--- config.mk ---
export PLATFORM = sky130hd
export DESIGN_NAME = data_sram_bridge
export DESIGN_NICKNAME = d
export VERILOG_FILES = /design/src/rtl/data_sram_bridge.sv
export SDC_FILE = /design/constraint.sdc
export NUM_CORES = 1
export LEC_CHECK = 0
export CAP_MARGIN = 20
export CORE_MARGIN = 5
export CORE_UTILIZATION = 39
export CTS_CLUSTER_DIAMETER = 120
export DETAILED_ROUTE_END_ITERATION = 6
export PLACE_DENSITY = 0.79
export SYNTH_ARGS = -nofsm -noshare
export SYNTH_HDL_FRONTEND = slang
export SYNTH_SLANG_ARGS = --single-unit
--- constraint.sdc ---
create_clock -name clk -period 1.8 [get_ports clk]
set_clock_uncertainty 0.2 [all_clocks]
set_input_delay 0.18 -clock clk [delete_from_list [all_inputs] [get_ports clk]]
set_output_delay 0.18 -clock clk [all_outputs]
set_load 0.05 [all_outputs]
--- src/rtl/data_sram_bridge.sv ---
// data_sram_bridge: converts the core's single-cycle data-memory access into
// one request / addr_ok / data_ok transaction on the SRAM-like bus. The core
// is stalled until the response arrives. The completed result is then held
// while the rest of the pipeline keeps the memory stage frozen, so no access
// is issued twice.
module data_sram_bridge #(
   parameter int ADDR_W = 32,
   parameter int DATA_W = 32
) (
   input  logic              clk,
   input  logic              rst,
   input  logic              cpu_en,
   input  logic [3:0]        cpu_wen,
   input  logic [ADDR_W-1:0] cpu_addr,
   input  logic [DATA_W-1:0] cpu_wdata,
   input  logic              cpu_longest_stall,
   output logic              cpu_stall,
   output logic [DATA_W-1:0] cpu_rdata,
   output logic              bus_req,
   output logic              bus_wr,
   output logic [1:0]        bus_size,
   output logic [ADDR_W-1:0] bus_addr,
   output logic [3:0]        bus_wstrb,
   output logic [DATA_W-1:0] bus_wdata,
   input  logic              bus_addr_ok,
   input  logic              bus_data_ok,
   input  logic [DATA_W-1:0] bus_rdata
);

   typedef enum logic [1:0] {
      ST_IDLE = 2'd0,  // waiting for a core access
      ST_REQ  = 2'd1,  // request on the bus, waiting for addr_ok
      ST_WAIT = 2'd2,  // request accepted, waiting for data_ok
      ST_DONE = 2'd3   // result ready, waiting for the pipeline to advance
   } state_t;

   state_t              state_q,     state_d;
   logic                bus_req_q,   bus_req_d;
   logic                bus_wr_q,    bus_wr_d;
   logic [1:0]          bus_size_q,  bus_size_d;
   logic [ADDR_W-1:0]   bus_addr_q,  bus_addr_d;
   logic [3:0]          bus_wstrb_q, bus_wstrb_d;
   logic [DATA_W-1:0]   bus_wdata_q, bus_wdata_d;
   logic [DATA_W-1:0]   cpu_rdata_q, cpu_rdata_d;

   logic [1:0]          req_size;
   logic [ADDR_W-1:0]   req_addr;

   // Derive transfer size and aligned address from the byte-enable pattern.
   always_comb begin
      // NOTE: every signal written in an always_comb gets a default first;
      // a path that leaves one unassigned would infer a latch.
      req_size = 2'd2;
      req_addr = {cpu_addr[ADDR_W-1:2], 2'b00};
      case (cpu_wen)
         4'b0001, 4'b0010, 4'b0100, 4'b1000: begin
            req_size = 2'd0;
            req_addr = cpu_addr;
         end
         4'b0011, 4'b1100: begin
            req_size = 2'd1;
            req_addr = {cpu_addr[ADDR_W-1:1], 1'b0};
         end
         default: begin
            // reads and all other write patterns stay as word accesses
         end
      endcase
   end

   // Next-state and next-output computation for the transaction FSM.
   always_comb begin
      state_d     = state_q;
      bus_req_d   = bus_req_q;
      bus_wr_d    = bus_wr_q;
      bus_size_d  = bus_size_q;
      bus_addr_d  = bus_addr_q;
      bus_wstrb_d = bus_wstrb_q;
      bus_wdata_d = bus_wdata_q;
      cpu_rdata_d = cpu_rdata_q;

      case (state_q)
         ST_IDLE: begin
            if (cpu_en) begin
               state_d     = ST_REQ;
               bus_req_d   = 1'b1;
               bus_wr_d    = |cpu_wen;
               bus_size_d  = req_size;
               bus_addr_d  = req_addr;
               bus_wstrb_d = cpu_wen;
               bus_wdata_d = cpu_wdata;
            end
         end
         ST_REQ: begin
            // data_ok without addr_ok is a protocol violation and is ignored
            if (bus_addr_ok) begin
               bus_req_d = 1'b0;
               if (bus_data_ok) begin
                  state_d = ST_DONE;
                  if (!bus_wr_q) begin
                     cpu_rdata_d = bus_rdata;
                  end
               end else begin
                  state_d = ST_WAIT;
               end
            end
         end
         ST_WAIT: begin
            if (bus_data_ok) begin
               state_d = ST_DONE;
               if (!bus_wr_q) begin
                  cpu_rdata_d = bus_rdata;
               end
            end
         end
         ST_DONE: begin
            // the core advances on the edge that leaves DONE
            if (!cpu_longest_stall) begin
               state_d = ST_IDLE;
            end
         end
         default: begin
            state_d = ST_IDLE;
         end
      endcase
   end

   // State and registered bus/core outputs with synchronous reset.
   always_ff @(posedge clk) begin
      // NOTE: sequential state uses non-blocking assignments so every flop
      // samples the pre-edge values regardless of statement order.
      if (rst) begin
         state_q     <= ST_IDLE;
         bus_req_q   <= 1'b0;
         bus_wr_q    <= 1'b0;
         bus_size_q  <= 2'd0;
         bus_addr_q  <= '0;
         bus_wstrb_q <= 4'd0;
         bus_wdata_q <= '0;
         cpu_rdata_q <= '0;
      end else begin
         state_q     <= state_d;
         bus_req_q   <= bus_req_d;
         bus_wr_q    <= bus_wr_d;
         bus_size_q  <= bus_size_d;
         bus_addr_q  <= bus_addr_d;
         bus_wstrb_q <= bus_wstrb_d;
         bus_wdata_q <= bus_wdata_d;
         cpu_rdata_q <= cpu_rdata_d;
      end
   end

   // Stall is combinational so the core freezes in the cycle it presents an access.
   assign cpu_stall = ((state_q == ST_IDLE) && cpu_en) ||
                      (state_q == ST_REQ) || (state_q == ST_WAIT);

   assign bus_req   = bus_req_q;
   assign bus_wr    = bus_wr_q;
   assign bus_size  = bus_size_q;
   assign bus_addr  = bus_addr_q;
   assign bus_wstrb = bus_wstrb_q;
   assign bus_wdata = bus_wdata_q;
   assign cpu_rdata = cpu_rdata_q;

endmodule

# Yosys cells after proc, flatten, opt, wreduce, memory -nomap -nowiden
# Cells that the tools add are included.
[op_classes] addsub=0 n_mul=0 div=0 order_cmp=0 n_eq_ne=13 shifts=0 n_mux=15 bitwise_logic=0 n_reduce_logical=13
[ops] op="$mux 32" n=3
[ops] op="$pmux 32 s2" n=1
[ops] op="$eq 4x2->1 const B" n=2
[ops] op="$eq 4x4->1 const B" n=2
[ops] op="$mux 2" n=4
[ops] op="$ne 2x2->1 const B" n=4
[ops] op="$pmux 2 s2" n=2
[ops] op="$pmux 2 s4" n=1
[ops] op="$reduce_or 4->1" n=2
[ops] op="$eq 2x2->1 const B" n=2
[ops] op="$eq 4x1->1 const B" n=1
[ops] op="$eq 4x3->1 const B" n=1
[ops] op="$reduce_and 2->1" n=2
[ops] op="$reduce_and 4->1" n=1
[ops] op="$reduce_bool 2->1" n=2
[ops] op="$mux 1" n=3
[ops] op="$reduce_and 3->1" n=1
[ops] op="$eq 2x1->1 const B" n=1
[ops] op="$logic_not 2->1" n=1
[ops] op="$logic_or 1x1->1" n=2
[ops] op="$pmux 1 s2" n=1
[ops] op="$reduce_or 2->1" n=1
[ops] op="$logic_and 1x1->1" n=1
[totals] ff_bits=106 latchBits=0 ramBits=0 mem_bits_ro=0 out_inout_bits=105 word_cells=49 memories=0

# Depth between registers and ports, before layout
# Gate-level depths: netlist of run 1.
[depth] word_depth=4 ltp_mapped=8 depth_no_buf=6

# Worst setup path before layout of run 1
# OpenSTA, ideal clock, no wires.
[synth_timing] kind="register to output" startpoint="register state_q[1]" endpoint="output port cpu_stall" t_arrival_ps=1459 path_slack_ps=-39 stages_incl_launch_ff=6 n_path_buf=1 path_cell_list="dfxtp_1 -> inv_1 -> ha_1 -> and2_1 -> buf_4 -> or3_1"
[synth_between] elab_chain_len=4 elab_cells_between_ends=6 cone_classes="2 x eq/ne; 4 x reduce/logical"
[synth_rtl] item="from (decl)" line="37" text="state_t state_q, state_d;"
[synth_rtl] item="from (signal assigned)" line="141" text="state_q <= state_d;"
[synth_rtl] item="$logic_not 2->1" line="153" text="assign cpu_stall = ((state_q == ST_IDLE) && cpu_en) ||"
[synth_rtl] item="$logic_and 1x1->1" line="153"
[synth_rtl] item="$logic_or 1x1->1" line="153"
[synth_rtl] item="$logic_or 1x1->1 (*)" line="154" text="(state_q == ST_REQ) || (state_q == ST_WAIT);"
[synth_rtl] item="to (decl)" line="17" text="output logic cpu_stall,"
# Every way passes the cells marked *; elsewhere a longest branch is shown, timed or not.

# Worst setup path after layout of run 1
[layout_timing] startpoint="register state_q[0]" endpoint="output port cpu_stall"
# Same word-level chain as after synthesis.

==> metrics.md, run 1 <==
| Metric | Value |
|---|---|
| Required time at the endpoint of the critical path | 1.42 ns |
| Final worst-path setup slack | -0.132 ns |
| # port buffers | 210 |
| Via count of the first global-routing pass | 3,844 |
| Layout cells sized above 1 | 24.4% |
| Leak pwr | 2.55 nW |
| Average wire per standard cell | 14.5 um |
| Fin Hold WS | 0.0563 ns |
| Combinational share of power | 49.8% |
| Worst setup path class | reg -> out |
| Reg2reg start | state_q[0]$_SDFFE_PP0P_ |
| Standard cell area after detailed placement | between 0.005 and 0.006 mm^2 |
| Detailed Routing Iterations Pass 1 | 4 |
| Slew at the pin with the worst max-slew slack | between 0.4 and 0.5 ns |
| Pin count of the biggest net entering global routing | 49 |
| Count of antenna-violating nets left after detailed routing | 0 |
| Number of clock sinks | 106 |
| Height of the die | 110 um |
| Violations in the final reports | setup timing |
| Total overflow reported by the global router | 0 |
| Min-Delay Endpoint | bus_req$_SDFFE_PP0P_ |
| Endpoint class of the critical path | output port |
| Utilization after layout | 64.3% |
| Internal portion of total power | 5.04 mW |
| Initial antenna violation count | 0 |
| Setup violation total in the final timing report | 1 |
| Post-synth top flop | sky130_fd_sc_hd__dfxtp_1 |
| Count of nets after finishing | 806 |
| Depth of the worst register-to-register path | 8 |
| Number of hold-slack violations in the final timing report | 0 |
| Max-cap violations | 0 |
| Most used standard cells in the synthesized netlist | sky130_fd_sc_hd__nand2_1 (204), sky130_fd_sc_hd__dfxtp_1 (106), sky130_fd_sc_hd__a21oi_1 (97) |
| Detailed router's first-iteration violation count | 230 |
| Clock tree from TritonCTS | yes |
| Met1 Routed Length | around 4.8 mm |
| Most area-consuming cells after synthesis | sky130_fd_sc_hd__dfxtp_1 (55%), sky130_fd_sc_hd__nand2_1 (20%), sky130_fd_sc_hd__a21oi_1 (12%), sky130_fd_sc_hd__ha_1 (1.6%), sky130_fd_sc_hd__buf_2 (1.5%) |
| Clk slew on worst S/H paths | 0.10 ns |
| Critical path fanouts, max | 4 |
| CP Launch Type | flop |
| Distinct cells, synth | 32 |
| Worst VDD drop | a little under 0.6 mV |
| Minimum setup slack among reg-to-reg paths | ~0.010 ns |
| Number of enable-type register cells in the synthesized netlist | 0 |
| Post-Syn Nets | 596 |
| Final routed wirelength across all metal layers | roughly 12 mm |
| Maximum frequency from static timing analysis | 0.518 GHz |
| Final instance count without filler cells | ~830 |
| Hold Crit Class | in -> reg |
| Met3 Routed Length | around 1.1 mm |
| Net load switching power | ~4 mW |
| Yosys reg bits | 106 |
| Flip-flop and latch area | 0.00212 mm^2 |
| Die footprint | 0.0121 mm^2 |
| Largest incremental delay on the critical path | 0.39 ns |
| Met2 wire length | 5.95 mm |
| Drc violations | 0 |
| Clock root cell | sky130_fd_sc_hd__clkbuf_8 |
| Status | finished, violations left |
| Area of combinational cells with multiple inputs | 0.00166 mm^2 |
| Clk network pwr share | 16.5% |
| Share of flip-flops with an asynchronous set or reset after synthesis | 0% |
| Most area-hungry cell type in the Yosys netlist | sky130_fd_sc_hd__dfxtp_1 |
| Die Wd | roughly 110 um |
| Final non-filler cell area | 0.00625 mm^2 |
| Effective utilization at floorplan | between 30% and 40% |
| Pwr dens | between 1000 and 1500 mW/mm^2 |
| Launch instance of the worst min-delay path | rst |
| Crit path DAT | 1.55 ns |
| Fraction of post-synthesis cell area in the top cell type by area | 54.6% |
| Gate count after technology mapping | 485 |
| Highest Signal Layer | met4 |
| Part of the power in registers | 33.8% |
| Ys Warns | 0 |
| RSZ-0062 raised after global routing | yes |
| Placed wire-length estimate after detailed placement | 8.84 mm |
| Worst path slowest cell | sky130_fd_sc_hd__or3_4 |
| Placed cell count | approximately 810 |
| Number of max-slew violations in the final report | 0 |
| Number of hold-repair buffers added at the cts stage | 0 |
| Period utilization | 107% |
| Number of placement rows | 36 |
| Worst-skew pair later-pin latency | 0.35 ns |
| TritonCTS Buffers | 9 |
| H-tree lvl count | 3 |
| Final total negative setup slack | -0.132 ns |
| Cell breakdown of the critical path | buf_4, ha_4, or3_4, buf_12 |
| Max Buffers Root-to-Sink | 2 |
| Most common cell in the netlist | sky130_fd_sc_hd__nand2_1 |
| Depth of the worst hold-timing path | 2 |
| Post-synthesis sequential area ratio | 54.6% |
| Number of vias in the routed layout | 3,966 |
| Routability-driven placement congestion ratio | 0.881 |
| Ratio of routed vias to standard cells | 4.76 |
| Area of the core | about 0.01 mm^2 |
| Switching Share | 43.6% |
| Total global-route track usage | 19.0% |
| Filler instances | 844 |
| Mapped cell area | roughly 0.0039 mm^2 |
| Reg-to-Reg End | cpu_rdata[24]$_SDFFE_PP0P_ |
| Time the worst path needs with I/O delays and setup | 1.93 ns |
| Antenna fix cells | 0 |
| Worst slew slack as a fraction of its limit | between 60% and 70% |
| Total I/O pin count | 211 |
| Wire length of the first global-routing pass | 18.2 mm |
| Synthesis-to-layout area growth | 61.0% |
| Synth Area per Inst | approximately 8 um^2 |
[repair_timing]
action	in CTS	in global routing
setup endpoints to repair	1	12
gates resized for setup	11	15
buffers inserted	4	5
pin swaps	2	8
hold endpoints to repair	0	0
[registers in the layout, indices dropped and copies added (netlist names)]
name	count
state_q	2
bus_wstrb	4
bus_wr	1
bus_wdata	32
cpu_rdata	32
bus_size	2
bus_req	1
bus_addr	32
[routing by layer]
layer | vias to the layer above | track usage, %
met5 | - | 0
met2 | 145 | 33.2
met4 | 0 | 5.43
met1 | 1813 | 21.5
li1 | 1986 | -
met3 | 22 | 7.05
[worst max-delay path: cells and delay by family, from the launching register on]
kind          cells  cell delay, ns
buf+inv           2            0.31
fa+ha+maj         1            0.17
simple gates      1            0.39
flops             1            0.34
[worst max-delay path by stage]
stage | start | to | slack, ns
finish | state_q[0]$_SDFFE_PP0P_ | cpu_stall | -0.13
global placement | cpu_en | state_q[0]$_SDFFE_PP0P_ | 0.07
floorplan | state_q[1]$_SDFFE_PP0P_ | cpu_stall | 0.07
detailed placement | cpu_en | state_q[0]$_SDFFE_PP0P_ | 0.03
CTS | state_q[1]$_SDFFE_PP0P_ | cpu_stall | -0.18
global route | state_q[0]$_SDFFE_PP0P_ | cpu_stall | -0.19
[power groups by stage]
stage                     logic, mW  clock network (mW)  registers (mW)
final                          4.45                1.47            3.02
after global routing           4.74                1.61            3.07
after CTS                      4.32                1.53            3.02
after detailed placement       4.19                   0            3.06
after global placement         4.12                   0            3.04
after floorplan                1.34                   0            4.47
[metrics by stage]
step / total power [mW] / setup slack, ns
2_1_floorplan: 5.82 / 0.0706
3_3_place_gp: 7.16 / 0.0680
3_5_place_dp: 7.25 / 0.0268
4_1_cts: 8.87 / -0.175
5_1_grt: 9.43 / -0.190
6_report: 8.94 / -0.132
[final cells by class]
| class | instances | area share, % |
|---|---|---|
| tap | 133 | 2.66 |
| clock buffer | 10 | 2.04 |
| inverter | 2 | 0.160 |
| sequential | 106 | 34.0 |
| multi-input combinational | 343 | 26.5 |
| timing repair buffer | 233 | 33.5 |
| clock inverter | 6 | 1.16 |
[placed cells by master (no fill, tap or decap), types with 3 or more instances in the layout]
| cell type | count |
|---|---|
| sky130_fd_sc_hd__a21oi_1 | 88 |
| sky130_fd_sc_hd__a21oi_2 | 15 |
| sky130_fd_sc_hd__buf_12 | 6 |
| sky130_fd_sc_hd__buf_4 | 120 |
| sky130_fd_sc_hd__buf_6 | 3 |
| sky130_fd_sc_hd__clkbuf_8 | 9 |
| sky130_fd_sc_hd__clkdlybuf4s50_1 | 104 |
| sky130_fd_sc_hd__dfxtp_1 | 104 |
| sky130_fd_sc_hd__ha_4 | 3 |
| sky130_fd_sc_hd__nand2_1 | 203 |
| sky130_fd_sc_hd__nor2_1 | 7 |
[cell families (layout without fill, tap and decap cells)]
kind of cell	count (synthesis)	count (layout)	share of synthesized area [%]
flip-flops	106	106	54.6
AO/OA/AOI/OAI	110	110	15.2
multiplexers	1	1	0.258
AND/OR/NAND/NOR	225	225	22.9
adder cells (fa/ha/maj)	5	5	1.61
XOR/XNOR	2	2	0.451
buffers and inverters	36	251	4.93
Power figures use the tool's default switching activity.
==> inputs of run 2 (changes only) <==
--- a/config.mk
+++ b/config.mk
@@ -6,11 +6,12 @@
 export NUM_CORES = 1
 export LEC_CHECK = 0
 export CAP_MARGIN = 20
-export CORE_MARGIN = 5
+export CORE_MARGIN = 2
 export CORE_UTILIZATION = 39
 export CTS_CLUSTER_DIAMETER = 120
 export DETAILED_ROUTE_END_ITERATION = 6
 export PLACE_DENSITY = 0.79
+export SLEW_MARGIN = 20
 export SYNTH_ARGS = -nofsm -noshare
 export SYNTH_HDL_FRONTEND = slang
 export SYNTH_SLANG_ARGS = --single-unit
==> run 2 against run 1 <==
  * The run still ends with setup timing left
  * Total power shrank 2.0%
  * Sequential power is essentially flat
  * Core utilization shrank 0.67 points
  * Critical path depth grew 1
  * First-iteration DRC count shrank 26%
  * Non-clock buffer count shrank 3
  * Fmax shrank 1.4%
  * Critical endpoint unchanged
==> metrics.md, run 2 (synthesis gave the netlist of run 1 again) <==
| Metric | Value |
|---|---|
| Slew at the pin with the worst max-slew slack | 0.329 ns (-0.135 ns) |
| Synthesis-to-layout area growth | 59.3% |
| Number of hold-slack violations in the final timing report | 0 (unchanged) |
| CP Launch Type | flop |
| Count of antenna-violating nets left after detailed routing | 0 (unchanged) |
| Worst slew slack as a fraction of its limit | 77.7% (+8.7 points) |
| Total power consumption of the routed design | 8.76 mW (-2.0%) |
| Worst-skew pair later-pin latency | 0.36 ns (about the same) |
| Critical path endpoint | cpu_stall |
| Clock root cell | sky130_fd_sc_hd__clkbuf_8 |
| Time the worst path needs with I/O delays and setup | 1.96 ns (+0.0283 ns) |
| Standard cell area after detailed placement | 0.00594 mm^2 (+0.81%) |
| Initial antenna violation count | 0 (unchanged) |
| Final total negative setup slack | -0.160 ns (-0.0283 ns) |
| Launch instance of the worst min-delay path | cpu_addr[11] |
| Worst VDD drop | 0.694 mV (+18%) |
| Commonest non-fill, non-tap cells in the layout | sky130_fd_sc_hd__nand2_1 (203), sky130_fd_sc_hd__buf_4 (116), sky130_fd_sc_hd__dfxtp_1 (104), sky130_fd_sc_hd__clkdlybuf4s50_1 (104), sky130_fd_sc_hd__a21oi_1 (97) |
| Depth of the worst register-to-register path | 7 (-1) |
| Required time at the endpoint of the critical path | 1.42 ns (about the same) |
| Final worst-path setup slack | -0.160 ns (-0.0283 ns) |
| Placed wire-length estimate after detailed placement | 8.22 mm (-7.0%) |
| RSZ-0062 raised after global routing | yes |
| TritonCTS Buffers | 9 (unchanged) |
| Clock tree from TritonCTS | yes |
| Most common cell after layout, fill and taps aside | sky130_fd_sc_hd__nand2_1 |
| Status | finished, violations left |
| Leak pwr | 2.53 nW (-0.86%) |
| Pwr dens | 1420 mW/mm^2 (-0.94%) |
| Clk slew on worst S/H paths | 0.09 ns (about the same) |
| Number of placement rows | 36 (unchanged) |
| Total overflow reported by the global router | 0 (unchanged) |
| Antenna fix cells | 0 (unchanged) |
| Area of the core | 0.00973 mm^2 (unchanged) |
| Ratio of routed vias to standard cells | 4.79 (+0.56%) |
| Max-cap violations | 0 (unchanged) |
| Reg2reg start | state_q[0]$_SDFFE_PP0P_ |
| Detailed router's first-iteration violation count | 170 (-26%) |
| Final routed wirelength across all metal layers | 11.3 mm (-6.7%) |
| Height of the die | 104 um (-5.5%) |
| Pin count of the biggest net entering global routing | 51 (+4.1%) |
| Count of nets after finishing | 803 (-0.37%) |
| Number of vias in the routed layout | 3,969 (+0.076%) |
| Worst slack at placement | 0.0292 ns (+0.00240 ns) |
| Violations in the final reports | setup timing |
| Wire length of the first global-routing pass | 18.0 mm (-1.2%) |
| Crit path DAT | 1.58 ns (+0.03 ns) |
| Layout cells sized above 1 | 22.6% (-1.9 points) |
| Reg-to-Reg End | bus_wdata[31]$_SDFFE_PP0P_ |
| Critical path fanouts, max | 3 (-1) |
| Maximum frequency from static timing analysis | 0.510 GHz (-1.4%) |
| Via count of the first global-routing pass | 3,713 (-3.4%) |
| Number of max-slew violations in the final report | 0 (unchanged) |
| Die footprint | 0.0108 mm^2 (-11%) |
| Worst setup path class | reg -> out |
| Final non-filler cell area | 0.00619 mm^2 (-1.0%) |
| Hold Crit Class | in -> reg |
| # port buffers | 210 (unchanged) |
| Die Wd | 104 um (-5.5%) |
| Drc violations | 0 (unchanged) |
| Effective utilization at floorplan | 39.9% (unchanged) |
| Setup violation total in the final timing report | 1 (unchanged) |
| Total I/O pin count | 211 (unchanged) |
| Endpoint class of the critical path | output port |
| Minimum setup slack among reg-to-reg paths | 0.12 ns (+0.11 ns) |
| Average wire per standard cell | 13.6 um (-6.3%) |
| Total global-route track usage | 20.2% (+1.2 points) |
| Number of clock sinks | 106 (unchanged) |
| Period utilization | 109% (+1.6 points) |
| Max Buffers Root-to-Sink | 2 (unchanged) |
| Fin Hold WS | 0.157 ns (+0.101 ns) |
| Detailed Routing Iterations Pass 1 | 4 (unchanged) |
| Start point of the critical path | state_q[0]$_SDFFE_PP0P_ |
| Routability-driven placement congestion ratio | 0.794 (-9.9%) |
| H-tree lvl count | 3 (unchanged) |
-- run 2: changes by cell type in the layout (fill, tap and decap cells not counted), sizes merged --
cell,before,now
dlygate4sd3,0,1
buf,129,125
clkinv,2,3
inv,4,2
-- run 2: repair_timing --
item,in CTS,in global routing
pin swaps,2,2
setup buffers,1,1
hold endpoints to repair,19,0
hold buffers,1,0
resized for setup,9,4
setup endpoints to repair,1,1
-- run 2: where the power goes --
group	leakage (nW)	switching (mW)	internal, mW	total, mW
combinational	1.57	2.79	1.54	4.34
clock	0.0921	0.766	0.634	1.40
sequential	0.868	0.236	2.79	3.02
-- run 2: area by class of cell --
cell class / instances / area, um^2
repair buffers: 230 / 2090
clock buffers: 10 / 128
well taps: 133 / 166
multi-input cells: 343 / 1610
fillers: 828 / 3540
inverters: 2 / 10.0
flip-flops and latches: 106 / 2130
clock inverters: 5 / 56.3
-- run 2: how the worst min path moves through the flow --
stage	end	slack, ns	cells past startpoint
final	bus_addr[11]$_SDFFE_PP0P_	0.16	3
after global routing	bus_addr[20]$_SDFFE_PP0P_	0.14	3
after CTS	bus_addr[20]$_SDFFE_PP0P_	0.14	3
after detailed placement	cpu_rdata[31]$_SDFFE_PP0P_	0.25	2
after global placement	cpu_rdata[1]$_SDFFE_PP0P_	0.24	2
after floorplan	bus_addr[2]$_SDFFE_PP0P_	0.12	2
-- run 2: routing by layer --
metal  up-vias  GRT usage, %  part of all wire, %
met3        24          5.98                  7.5
met1      1819          23.7                   41
met4         0          7.92                  2.4
met2       147          34.4                   49
li1       1979             -                    -
met5         -             0                    0
-- run 2: metrics by stage --
stage,instances,util (%)
6_report,829,63.6
5_1_grt,829,63.6
4_1_cts,828,63.4
3_5_place_dp,811,61.1
3_3_place_gp,811,61.1
2_1_floorplan,485,-
-- run 2: worst max-delay path, stage by stage, from the launching register on --
cell and delay, ns:
sky130_fd_sc_hd__dfxtp_4 0.38, sky130_fd_sc_hd__inv_4 0.04, sky130_fd_sc_hd__buf_6 0.11, sky130_fd_sc_hd__ha_4 0.15, sky130_fd_sc_hd__or3_4 0.37, sky130_fd_sc_hd__buf_12 0.16
